### config.mk
export PLATFORM = sky130hd
export DESIGN_NAME = tcu_priv_reg_arbiter
export DESIGN_NICKNAME = d
export VERILOG_FILES = /design/src/rtl/tcu_priv_reg_arbiter.sv
export SDC_FILE = /design/constraint.sdc
export NUM_CORES = 1
export LEC_CHECK = 0
export ABC_AREA = 0
export CAP_MARGIN = 20
export CORE_AREA = 4 4 266 268
export CTS_BUF_LIST = sky130_fd_sc_hd__clkbuf_16
export DETAILED_ROUTE_END_ITERATION = 8
export DIE_AREA = 0 0 270 272
export GPL_ROUTABILITY_DRIVEN = 1
export GPL_TIMING_DRIVEN = 0
export SLEW_MARGIN = 20
export SYNTH_ARGS = -nofsm -noshare
export SYNTH_HDL_FRONTEND = slang
export SYNTH_SLANG_ARGS = --single-unit
### constraint.sdc
create_clock -name clk_i -period 7 [get_ports clk_i]
set_input_delay 1.75 -clock clk_i [delete_from_list [all_inputs] [get_ports clk_i]]
set_output_delay 1.75 -clock clk_i [all_outputs]
set_load 0.02 [all_outputs]
### src/rtl/tcu_priv_reg_arbiter.sv
// tcu_priv_reg_arbiter
//
// Shares the single TCU privileged register port among NUM_REQ requesters
// (core-request unit, privileged command unit, external command unit, ...).
// One access is granted per cycle. While the register file stalls, the grant
// is locked to the same requester so the register-file address stays stable.
// Read data is returned, one cycle after acceptance, only on the slice of the
// requester whose read was accepted.
//
// Configuration:
//   TCU_PRIV_REG_ARB_RR_EN  defined   : round-robin search start (r_rr_ptr)
//                           undefined : fixed priority, index 0 highest
//
// Parameters:
//   NUM_REQ            number of requesters
//   TCU_REG_BSEL_SIZE  byte-enable width  (matches tcu_parameter.vh)
//   TCU_REG_ADDR_SIZE  address width      (matches tcu_parameter.vh)
//   TCU_REG_DATA_SIZE  data width         (matches tcu_parameter.vh)
//
// Ports:
//   clk_i        clock
//   reset_n_i    asynchronous active-low reset
//   req_en_i     per-requester access request
//   req_wben_i   per-requester byte enables (all zero = read)
//   req_addr_i   per-requester register address
//   req_wdata_i  per-requester write data
//   req_rdata_o  per-requester read data (only the read owner's slice non-zero)
//   req_stall_o  per-requester "not accepted this cycle"
//   reg_en_o     register-file access
//   reg_wben_o   byte enables to the register file
//   reg_addr_o   address to the register file
//   reg_wdata_o  write data to the register file
//   reg_rdata_i  register-file read data, valid the cycle after acceptance
//   reg_stall_i  register file busy
module tcu_priv_reg_arbiter #(
  parameter int unsigned NUM_REQ           = 3,
  parameter int unsigned TCU_REG_BSEL_SIZE = 8,
  parameter int unsigned TCU_REG_ADDR_SIZE = 32,
  parameter int unsigned TCU_REG_DATA_SIZE = 64
) (
  input  logic                                   clk_i,
  input  logic                                   reset_n_i,
  input  logic [NUM_REQ-1:0]                     req_en_i,
  input  logic [NUM_REQ*TCU_REG_BSEL_SIZE-1:0]   req_wben_i,
  input  logic [NUM_REQ*TCU_REG_ADDR_SIZE-1:0]   req_addr_i,
  input  logic [NUM_REQ*TCU_REG_DATA_SIZE-1:0]   req_wdata_i,
  output logic [NUM_REQ*TCU_REG_DATA_SIZE-1:0]   req_rdata_o,
  output logic [NUM_REQ-1:0]                     req_stall_o,
  output logic                                   reg_en_o,
  output logic [TCU_REG_BSEL_SIZE-1:0]           reg_wben_o,
  output logic [TCU_REG_ADDR_SIZE-1:0]           reg_addr_o,
  output logic [TCU_REG_DATA_SIZE-1:0]           reg_wdata_o,
  input  logic [TCU_REG_DATA_SIZE-1:0]           reg_rdata_i,
  input  logic                                   reg_stall_i
);

  localparam int unsigned IdxW = (NUM_REQ > 1) ? $clog2(NUM_REQ) : 1;
  localparam int unsigned BW   = TCU_REG_BSEL_SIZE;
  localparam int unsigned AW   = TCU_REG_ADDR_SIZE;
  localparam int unsigned DW   = TCU_REG_DATA_SIZE;

  logic            locked_q, locked_d;
  logic [IdxW-1:0] lock_idx_q, lock_idx_d;
  logic            rd_owner_vld_q, rd_owner_vld_d;
  logic [IdxW-1:0] rd_owner_q, rd_owner_d;

  logic [IdxW-1:0] search_start;
  logic            gnt_vld;
  logic [IdxW-1:0] gnt_idx;
  logic            accept;
  logic            is_read;

`ifdef TCU_PRIV_REG_ARB_RR_EN
  logic [IdxW-1:0] rr_ptr_q, rr_ptr_d;

  assign search_start = rr_ptr_q;

  // Next search starts just after the requester that was served.
  always_comb begin
    rr_ptr_d = rr_ptr_q;
    if (accept) begin
      rr_ptr_d = (32'(gnt_idx) == NUM_REQ - 1) ? '0 : gnt_idx + 1'b1;
    end
  end

  always_ff @(posedge clk_i or negedge reset_n_i) begin
    if (!reset_n_i) begin
      rr_ptr_q <= '0;
    end else begin
      rr_ptr_q <= rr_ptr_d;
    end
  end
`else
  assign search_start = '0;
`endif

  // Grant selection. A locked grant is honoured only while its owner still
  // requests; if the owner drops, nothing is granted this cycle and the lock
  // falls away so the next cycle arbitrates afresh.
  always_comb begin
    int unsigned idx;
    idx     = 0;
    gnt_vld = 1'b0;
    gnt_idx = '0;
    if (locked_q) begin
      gnt_idx = lock_idx_q;
      gnt_vld = req_en_i[lock_idx_q];
    end else begin
      for (int unsigned i = 0; i < NUM_REQ; i++) begin
        idx = 32'(search_start) + i;
        if (idx >= NUM_REQ) begin
          idx = idx - NUM_REQ;
        end
        if (!gnt_vld && req_en_i[IdxW'(idx)]) begin
          gnt_vld = 1'b1;
          gnt_idx = IdxW'(idx);
        end
      end
    end
  end

  // Register-file side mux; all zero when nothing is granted.
  always_comb begin
    reg_en_o    = gnt_vld;
    reg_wben_o  = '0;
    reg_addr_o  = '0;
    reg_wdata_o = '0;
    for (int unsigned k = 0; k < NUM_REQ; k++) begin
      if (gnt_vld && (gnt_idx == IdxW'(k))) begin
        reg_wben_o  = req_wben_i[k*BW +: BW];
        reg_addr_o  = req_addr_i[k*AW +: AW];
        reg_wdata_o = req_wdata_i[k*DW +: DW];
      end
    end
  end

  assign accept  = gnt_vld & ~reg_stall_i;
  assign is_read = (reg_wben_o == '0);

  always_comb begin
    req_stall_o = '0;
    for (int unsigned k = 0; k < NUM_REQ; k++) begin
      req_stall_o[k] = req_en_i[k] &
                       ~(gnt_vld & (gnt_idx == IdxW'(k)) & ~reg_stall_i);
    end
  end

  // Lock and read-owner next state.
  always_comb begin
    locked_d       = gnt_vld & reg_stall_i;
    lock_idx_d     = (gnt_vld & reg_stall_i) ? gnt_idx : lock_idx_q;
    rd_owner_vld_d = accept & is_read;
    rd_owner_d     = (accept & is_read) ? gnt_idx : '0;
  end

  always_ff @(posedge clk_i or negedge reset_n_i) begin
    if (!reset_n_i) begin
      locked_q       <= 1'b0;
      lock_idx_q     <= '0;
      rd_owner_vld_q <= 1'b0;
      rd_owner_q     <= '0;
    end else begin
      locked_q       <= locked_d;
      lock_idx_q     <= lock_idx_d;
      rd_owner_vld_q <= rd_owner_vld_d;
      rd_owner_q     <= rd_owner_d;
    end
  end

  // Read data goes only to the requester whose read was accepted last cycle.
  always_comb begin
    req_rdata_o = '0;
    for (int unsigned k = 0; k < NUM_REQ; k++) begin
      if (rd_owner_vld_q && (rd_owner_q == IdxW'(k))) begin
        req_rdata_o[k*DW +: DW] = reg_rdata_i;
      end
    end
  end

endmodule

==> key figures <==
Layout
  – P&R area growth vs syn: 213%
  – Most common cell after layout, fill and taps aside: clkdlybuf4s50_1
  – Filler cells: roughly 7900
  – Share of post-route cells with drive strength above 1: 0.0250
  – Final #Nets: 1782
  – Most frequent cells in the layout: clkdlybuf4s50_1 (681), and2_1 (196), nor2_1 (103)

Drt
  – Initial DRC count: between 300 and 400
  – DRT Wirelength: roughly 56 mm
  – Post-route antenna net violation count: 0
  – Vias/cell: 3.48
  – Remaining DRCs: 0
  – Wire length per cell: approximately 25 µm
  – Drt pass-1 iters: 5
  – Via Count: between 7000 and 8000

CTS
  – H-tree Lvls: 1
  – Sink Count: 6
  – Root Driver: clkbuf_16
  – CTS tree: yes
  – CTS Buffer Depth: 2
  – Worst-path clk slew: roughly 0.040 ns
  – CTS Buf Count: 3
  – Post-cts hold buffer count: 0
  – CTS resizes: 4
  – Setup repair bufs after CTS: 0
  – Clock Latency Late Sink: roughly 0.23 ns

Logic synthesis
  – Synth warnings: 0
  – Number of synthesized flops with an enable pin: 0
  – Sequential share of the synthesized area: 0.0396
  – Synth cell types: 41
  – Synthesized netlist cell count: slightly above 700
  – Async SR Flop Fraction: 1.00
  – Mean post-synth cell area: between 5 and 6 µm²
  – #FFs+latches synth: 6
  – Mapped Nets: approximately 1100
  – Mapped Area: roughly 3800 µm²
  – Main synth FF type: dfrtp_1

Status
  – Status: completed

GRT
  – First-pass GRT wire length: roughly 72 mm
  – Grt ovf: 0
  – Antenna violations before repair: 14
  – Total Routing Usage GR: 0.143
  – Pin count of the biggest net entering global routing: 11
  – Vias in the first global route: 7878

STA
  – Worst slew pin tran: slightly above 0.9 ns
  – Fin Clk Skew: between 0.001 and 0.0015 ns
  – Final hold slack: 0.632 ns
  – Setup violators final: 0
  – Min setup slack post-route: approximately 0.12 ns
  – Final min period: roughly 6.9 ns
  – Post-route clock period utilization: 0.983
  – Max frequency: between 100 and 150 MHz
  – RSZ-0062 raised after global routing: false
  – Hold Vio Cnt, Final: 0
  – Worst slew margin: 0.383
  – Final Max Tran Viols: 0

Place
  – Routability congestion estimate: 0.934
  – Port Buffers: between 600 and 700
  – Detailed Place HPWL: between 50 and 60 mm
  – Post-placement worst setup slack: -0.532 ns

Worst setup path
  – Largest stage delay, worst path: approximately 0.69 ns
  – R2r setup slk: between 4 and 5 ns
  – Worst Path Max Fanout: 10
  – Critical path type: primary input to output pin
  – Critical path cell sequence: clkdlybuf4s50_1 > nor4b_4 > nor2_2 > clkbuf_1 > clkbuf_1 > nor2_1 > a21oi_1 > clkdlybuf4s50_1
  – Reg2reg start: locked_q
  – Crit end category: output pin
  – Worst r2r dst: rd_owner_q[1]
  – Arr. time, crit path: between 5 and 6 ns
  – CP Data Required Time: ~5.3 ns
  – FF-to-FF path depth: 7
  – Worst path top cell family by delay: buffers and inverters
  – WP buf/inv: 4
  – CP max stage cell: clkdlybuf4s50_1
  – Startpoint types: primary input

Min path
  – Hold path depth: 2
  – Hold Crit Start: lock_idx_q[0]
  – Hold Path Class: flop to flop
  – Hold Crit Endpoint: lock_idx_q[0]

Floorplanning
  – Starting Density: 0.0554
  – Die W: around 270 µm
  – Row cnt: 96
  – I/O Pins: 682
  – Die Area: 73400 µm²
  – Die height: about 270 µm
  – Core area: 68300 µm²

Flow run
  – Max Cap Viol: 0

Pwr
  – Max VDD drop: between 0.00007 and 0.00008 V
  – Leak Pwr: 4.19 nW
  – P per Cell Area: about 100 nW/µm²
## cell type report
cell class | count | area, µm² | share of cell area
flip-flops and latches | 6 | 150 | 0.0127
well taps | 882 | 1100 | 0.0932
clock buffers | 3 | 75.1 | 0.00634
inverters | 3 | 11.3 | 0.000951
multi-input cells | 639 | 3360 | 0.284
repair buffers | 683 | 6830 | 0.577
plain buffers | 64 | 289 | 0.0244
diodes | 9 | 22.5 | 0.00190
## power breakdown
part	internal [mW]	leakage (nW)	total, mW	switching (mW)
clock network	0.0738	0.0370	0.0979	0.0240
registers	0.0381	0.0808	0.0435	0.00535
logic	0.486	4.07	1.04	0.551
## tightest hold or removal path, cell delays in order, from the launching register on
cell and delay [ns]:
dfrtp_1 0.46, nand2_1 0.07, o21ai_0 0.06
## metal layers
layer | track usage | routed length, µm
met5 | 0 | 47
met4 | 0.0111 | 557
met2 | 0.253 | 26700
met1 | 0.168 | 23200
met3 | 0.0586 | 5580
## stage by stage
stage          total power [mW]  TNS [ns]  instance area [µm²]  cells  utilization
2_1_floorplan             0.425         0                 3790    713            -
3_3_place_gp               1.09     -7.17                11700   2276        0.171
3_5_place_dp               1.08     -6.34                11700   2278        0.172
4_1_cts                    1.19         0                11800   2281        0.173
5_1_grt                    1.25         0                11800   2281        0.173
6_report                   1.18         0                11800   2289        0.173
## worst max path at each step
stage,from,end,slack [ns],cells past startpoint
2_1_floorplan,req_en_i[0],reg_addr_o[10],1.91,6
3_3_place_gp,req_en_i[0],reg_addr_o[19],-0.53,8
3_5_place_dp,req_en_i[0],reg_addr_o[19],-0.53,8
4_1_cts,req_en_i[0],reg_addr_o[19],0.003,8
5_1_grt,req_en_i[0],reg_addr_o[22],0.03,8
6_report,req_en_i[0],reg_wdata_o[61],0.12,8
## registers in the layout, indices dropped and copies added (netlist names)
register / cells
rd_owner_vld_q: 1
rd_owner_q: 2
locked_q: 1
lock_idx_q: 2
## cell families (layout without fill, tap and decap cells)
family | count (synthesis) | count (layout) | share of synthesized area
and+or+nand+nor | 423 | 423 | 0.577
buffers and inverters | 68 | 753 | 0.0783
muxes | 1 | 1 | 0.00297
AOI/OAI and AO/OA | 215 | 215 | 0.303
DFF | 6 | 6 | 0.0396
other | 0 | 9 | 0
## synth_stat cells, types with 2 or more instances
cell type | count | share of area
a211o_1 | 2 | 0.0046
a21boi_0 | 3 | 0.0059
a21oi_1 | 97 | 0.13
a221o_1 | 3 | 0.0079
a221o_2 | 2 | 0.0059
a221oi_1 | 2 | 0.0046
a22o_1 | 2 | 0.0046
and2_1 | 196 | 0.32
and3_1 | 2 | 0.0033
and3b_1 | 3 | 0.0069
and4_1 | 3 | 0.0069
buf_1 | 2 | 0.0020
buf_2 | 9 | 0.012
buf_4 | 2 | 0.0040
buf_6 | 3 | 0.0089
clkbuf_1 | 49 | 0.049
dfrtp_1 | 6 | 0.040
inv_1 | 3 | 0.0030
nand2_1 | 98 | 0.097
nand2b_1 | 3 | 0.0050
nor2_1 | 103 | 0.10
nor3_1 | 2 | 0.0026
nor4b_1 | 2 | 0.0046
o21ai_0 | 98 | 0.13
o21ai_1 | 2 | 0.0026
Note: power is estimated with default switching activity, not from simulation.
